`config.mk`:
```
export PLATFORM = sky130hd
export DESIGN_NAME = blit_gpu_rdresp
export DESIGN_NICKNAME = d
export VERILOG_FILES = /design/src/rtl/blit_gpu_rdresp.sv
export SDC_FILE = /design/constraint.sdc
export NUM_CORES = 1
export LEC_CHECK = 0
export BUFFER_PORTS_ARGS = -buffer_cell sky130_fd_sc_hd__buf_2
export CAP_MARGIN = 20
export CORE_MARGIN = 2
export CORE_UTILIZATION = 46
export DETAILED_ROUTE_END_ITERATION = 6
export PLACE_DENSITY_LB_ADDON = 0.08
export SLEW_MARGIN = 20
export SYNTH_ARGS = -nofsm -noshare
export SYNTH_HDL_FRONTEND = slang
export SYNTH_SLANG_ARGS = --single-unit
```
`constraint.sdc`:
```
create_clock -name sys_clk -period 2.5 [get_ports sys_clk]
set_input_delay 0 -clock sys_clk [delete_from_list [all_inputs] [get_ports sys_clk]]
set_output_delay 0 -clock sys_clk [all_outputs]
set_load 0.01 [all_outputs]
```
`src/rtl/blit_gpu_rdresp.sv`:
```
// blit_gpu_rdresp: answers GPU reads to the blitter register window.
// A read is latched, its register snapshot is taken on a cycle where the
// blitter is not updating its pointers (or forcibly after a stall limit),
// and the data is returned with a single-cycle acknowledge.
module blit_gpu_rdresp #(
  parameter int unsigned STALL_MAX = 15
) (
  input  logic        sys_clk,
  input  logic        reset,
  input  logic [23:0] gpu_addr,
  input  logic        gpu_memr,
  input  logic        bliten,
  input  logic [15:0] a1_x,
  input  logic [15:0] a1_y,
  input  logic [15:0] a1_fx,
  input  logic [15:0] a1_fy,
  input  logic [15:0] a2_x,
  input  logic [15:0] a2_y,
  input  logic [15:0] icount,
  input  logic [15:0] stat,
  input  logic        ptr_upd,
  output logic [31:0] gpu_dout,
  output logic        gpu_ack,
  output logic        rd_busy,
  output logic        rd_forced
);

  localparam int unsigned SEL_W   = 5;
  localparam int unsigned STALL_W = 4;
  localparam int unsigned DATA_W  = 32;

  // Stall limit reduced to the counter width.
  localparam logic [STALL_W-1:0] STALL_LIM = STALL_W'(STALL_MAX);

  // Register offsets (gpu_addr[6:2]) of the readable blitter registers.
  localparam logic [SEL_W-1:0] SEL_STATUS = 5'b011_10;
  localparam logic [SEL_W-1:0] SEL_A1_PTR = 5'b000_01;
  localparam logic [SEL_W-1:0] SEL_A1_FRC = 5'b001_10;
  localparam logic [SEL_W-1:0] SEL_A2_PTR = 5'b010_11;

  typedef enum logic [1:0] {
    ST_IDLE = 2'd0,
    ST_CAPT = 2'd1,
    ST_ACK  = 2'd2
  } state_t;

  state_t              r_state;
  state_t              w_state_nxt;
  logic [SEL_W-1:0]    r_sel;
  logic [SEL_W-1:0]    w_sel_nxt;
  logic [STALL_W-1:0]  r_stall;
  logic [STALL_W-1:0]  w_stall_nxt;
  logic [DATA_W-1:0]   r_dout;
  logic [DATA_W-1:0]   w_dout_nxt;
  logic                r_ack;
  logic                w_ack_nxt;
  logic                r_busy;
  logic                w_busy_nxt;
  logic                r_forced;
  logic                w_forced_nxt;
  logic                w_accept;
  logic [DATA_W-1:0]   w_rd_data;
  logic                w_unused_addr;

  // Only the register offset bits of the address are meaningful here.
  assign w_unused_addr = ^{gpu_addr[23:7], gpu_addr[1:0]};

  // New read accepted only when the window is selected and no read is pending.
  assign w_accept = gpu_memr & bliten & ~r_busy;

  // Live decode of the selected register; both halves come from the same edge.
  always_comb begin
    w_rd_data = '0;
    case (r_sel)
      SEL_STATUS: w_rd_data = {icount, stat};
      SEL_A1_PTR: w_rd_data = {a1_y, a1_x};
      SEL_A1_FRC: w_rd_data = {a1_fy, a1_fx};
      SEL_A2_PTR: w_rd_data = {a2_y, a2_x};
      default:    w_rd_data = '0;
    endcase
  end

  // Next-state and next-output logic of the read sequencer.
  always_comb begin
    w_state_nxt  = r_state;
    w_sel_nxt    = r_sel;
    w_stall_nxt  = r_stall;
    w_dout_nxt   = r_dout;
    w_forced_nxt = r_forced;
    case (r_state)
      ST_IDLE: begin
        w_stall_nxt = '0;
        if (w_accept) begin
          w_sel_nxt   = gpu_addr[6:2];
          w_state_nxt = ST_CAPT;
        end
      end
      ST_CAPT: begin
        if (!ptr_upd) begin
          w_dout_nxt  = w_rd_data;
          w_state_nxt = ST_ACK;
        end else if (r_stall == STALL_LIM) begin
          // Blitter never went quiet: take the snapshot anyway and flag it.
          w_dout_nxt   = w_rd_data;
          w_forced_nxt = 1'b1;
          w_state_nxt  = ST_ACK;
        end else begin
          w_stall_nxt = r_stall + STALL_W'(1);
        end
      end
      ST_ACK: begin
        w_stall_nxt = '0;
        w_state_nxt = ST_IDLE;
      end
      default: begin
        w_stall_nxt = '0;
        w_state_nxt = ST_IDLE;
      end
    endcase
    w_ack_nxt  = (w_state_nxt == ST_ACK);
    w_busy_nxt = (w_state_nxt != ST_IDLE);
  end

  // State and output registers with synchronous reset.
  always_ff @(posedge sys_clk) begin
    if (reset) begin
      r_state  <= ST_IDLE;
      r_sel    <= '0;
      r_stall  <= '0;
      r_dout   <= '0;
      r_ack    <= 1'b0;
      r_busy   <= 1'b0;
      r_forced <= 1'b0;
    end else begin
      r_state  <= w_state_nxt;
      r_sel    <= w_sel_nxt;
      r_stall  <= w_stall_nxt;
      r_dout   <= w_dout_nxt;
      r_ack    <= w_ack_nxt;
      r_busy   <= w_busy_nxt;
      r_forced <= w_forced_nxt;
    end
  end

  assign gpu_dout  = r_dout;
  assign gpu_ack   = r_ack;
  assign rd_busy   = r_busy;
  assign rd_forced = r_forced;

endmodule

```
==> metrics.yaml <==
io_buffer_count: 172
finalSetupViolCount: 0
gr-total-overflow: 0
worstSetupEndpointType: "register"
synth.most_common_cell: "a21oi_1"
dp_slack_ns: 0.6956
grt_usage: 0.2320
synth_edf_count: 0
rsz0062_at_grt: "no"
postRouteAntennaNets: 0
clock-sinks: 46
ys_warn_count: 0
reg2reg_from: "r_sel[4]$_SDFFE_PP0P_"
synthesis.nets: 545
die_w_um: 84.58
fin_skew_ns: 0.009396
required_ns: 2.73
synth_area_leaders: "dfxtp_1, mux2i_1, a21oi_1, or3b_2, o211ai_1"
root_buffer: "clkbuf_8"
setup.worst_path.class: "reg -> reg"
dp.cells: 611
multi_input_area_um2: 1864
slew_headroom: 0.5469
cp-startpoint: "r_sel[4]$_SDFFE_PP0P_"
first_pass_iters: 6
ir_drop_uv: 283.4
timing.final.crit_share: 0.7256
path_clk_slew_ns: 0.09
hp-class: "in -> reg"
first_iter_violations: 90
worstHoldStart: "ptr_upd"
cap_violations: 0
tightest_slew_ns: 0.6797
num_vias: 3348
syn2layout_area_growth_pct: 35.27
grt_max_degree: 60
antenna_found_initial: 0
grt_pass1_vias: 3041
tns_ns: 0
yosys.area.top_type: "dfxtp_1"
ys_top_cells_by_count: "a21oi_1, dfxtp_1, nor2_1"
synth.top_cell.area_share: 0.3083
synth_cells: 387
ys.flop_type: "dfxtp_1"
syn_area_per_cell_um2: 7.717
via_per_inst: 5.365
fin_nets: 704
drv_slew: 0
n_antenna_cell: 0
p_leak_nw: 1.719
rows: 29
final_cells: 624
ys_types: 29
syn_area_um2: 2987
fin_crit_ns: 1.814
yosysSeqAreaShare: 0.3083
ios: 192
start_util: 0.4730
final_layout_size_suffix_gt1_frac: 0.4241
grt_pass1_wl_mm: 13.81
hpwl_mm: 6.081
powerDensity_nw_per_um2: 403.3
clkLatencyLatePin_ns: 0.30
power_w: 0.001629
worstSetupStartpointType: "register"
arrival_ns: 2.04
cts_repair_resize_count: 0
ys_seq_elements: 46
hold_violations: 0
fin_hold_ws_ns: 0.01839
ys_async_sr_fraction: 0
wl_mm: 8.561
die_h_um: 84.58
cts_tree: "done"
cts_max_level: 2
cp_max_fo: 17
outcome: "finished clean"
fmax_mhz: 551.3
drc: 0
worst_slack_ns: 0.6859
dieArea_um2: 7153
gp_congestion: 0.7758
fillCellCount: 618
seq_area_um2: 925.9
cts_buffers: 5
coreArea_um2: 6314
wl_per_cell_um: 13.72
clock_path_buffers: 2
## layout by cell type (no fill, tap or decap), types with 2 or more instances in the layout
cell             n
nor2_1          43
clkbuf_8         5
buf_4           14
a31oi_1          2
or3b_1           3
dlygate4sd3_1    5
nand3_1         35
a21oi_1         68
or3b_2          30
nand2_1         35
xor2_1           2
clkinvlp_4       2
mux2i_1         37
o211ai_1        32
buf_2          172
dfxtp_1         44
nor3_1           2
## power breakdown
part           internal [W]  switching [W]  total [W]
Combinational      0.000173       0.000135   0.000308
Sequential         0.000739      0.0000257   0.000765
Clock              0.000297       0.000259   0.000556
Total               0.00121       0.000419    0.00163
## worst paths after layout
| kind | to | slack, ns | depth (start not counted) |
|---|---|---|---|
| setup / recovery | gpu_dout[31]$_SDFFE_PP0P_ | 0.69 | 5 |
| hold / removal | r_state[1]$_SDFF_PP0_ | 0.02 | 2 |
| setup reg to reg | gpu_dout[31]$_SDFFE_PP0P_ | 0.69 | 5 |
| hold reg to reg | gpu_dout[9]$_SDFFE_PP0P_ | 0.45 | 2 |
## repair_timing
item                      CTS  global route
setup buffers               0             0
hold buffers                5             0
hold endpoints to repair    5             0
## state kept, by name (all words and copies together) (netlist names)
register	flops
r_stall	4
r_sel	5
rd_forced	1
rd_busy	1
gpu_dout	32
gpu_ack	1
r_state	2
## critical path: stages (launching register included)
cell,delay [ns]
dfxtp_1,0.33
or3b_1,0.64
o21ai_4,0.24
buf_4,0.25
o211ai_1,0.13
a21oi_1,0.14
## final cells by class
| cell class | instances | share of cell area |
|---|---|---|
| Clock buffer | 5 | 0.01703 |
| Sequential cell | 46 | 0.2292 |
| Inverter | 1 | 0.0009291 |
| Tap cell | 77 | 0.02385 |
| Multi-Input combinational cell | 300 | 0.4614 |
| Clock inverter | 3 | 0.01115 |
| Timing Repair Buffer | 192 | 0.2564 |
## logic make-up after synthesis
| group | share of synthesized area |
|---|---|
| AND/OR/NAND/NOR | 0.2748 |
| adder cells (fa/ha/maj) | 0.004189 |
| XOR/XNOR | 0.008799 |
| buffers and inverters | 0.07164 |
| flip-flops | 0.3083 |
| multiplexers | 0.1240 |
| AO/OA/AOI/OAI | 0.2082 |
## metrics by stage
stage / utilization / cell area [µm²]
global placement: 0.6140 / 3876
detailed placement: 0.6140 / 3876
global route: 0.6399 / 4040
finish: 0.6399 / 4040
CTS: 0.6399 / 4040
floorplan: - / 2987
## per-layer routing
layer / track usage / share of wire
met5: 0 / 0
met1: 0.2861 / 0.42
met2: 0.3951 / 0.48
met4: 0.07215 / 0.022
met3: 0.06195 / 0.075
(Power assumes the default switching activity.)
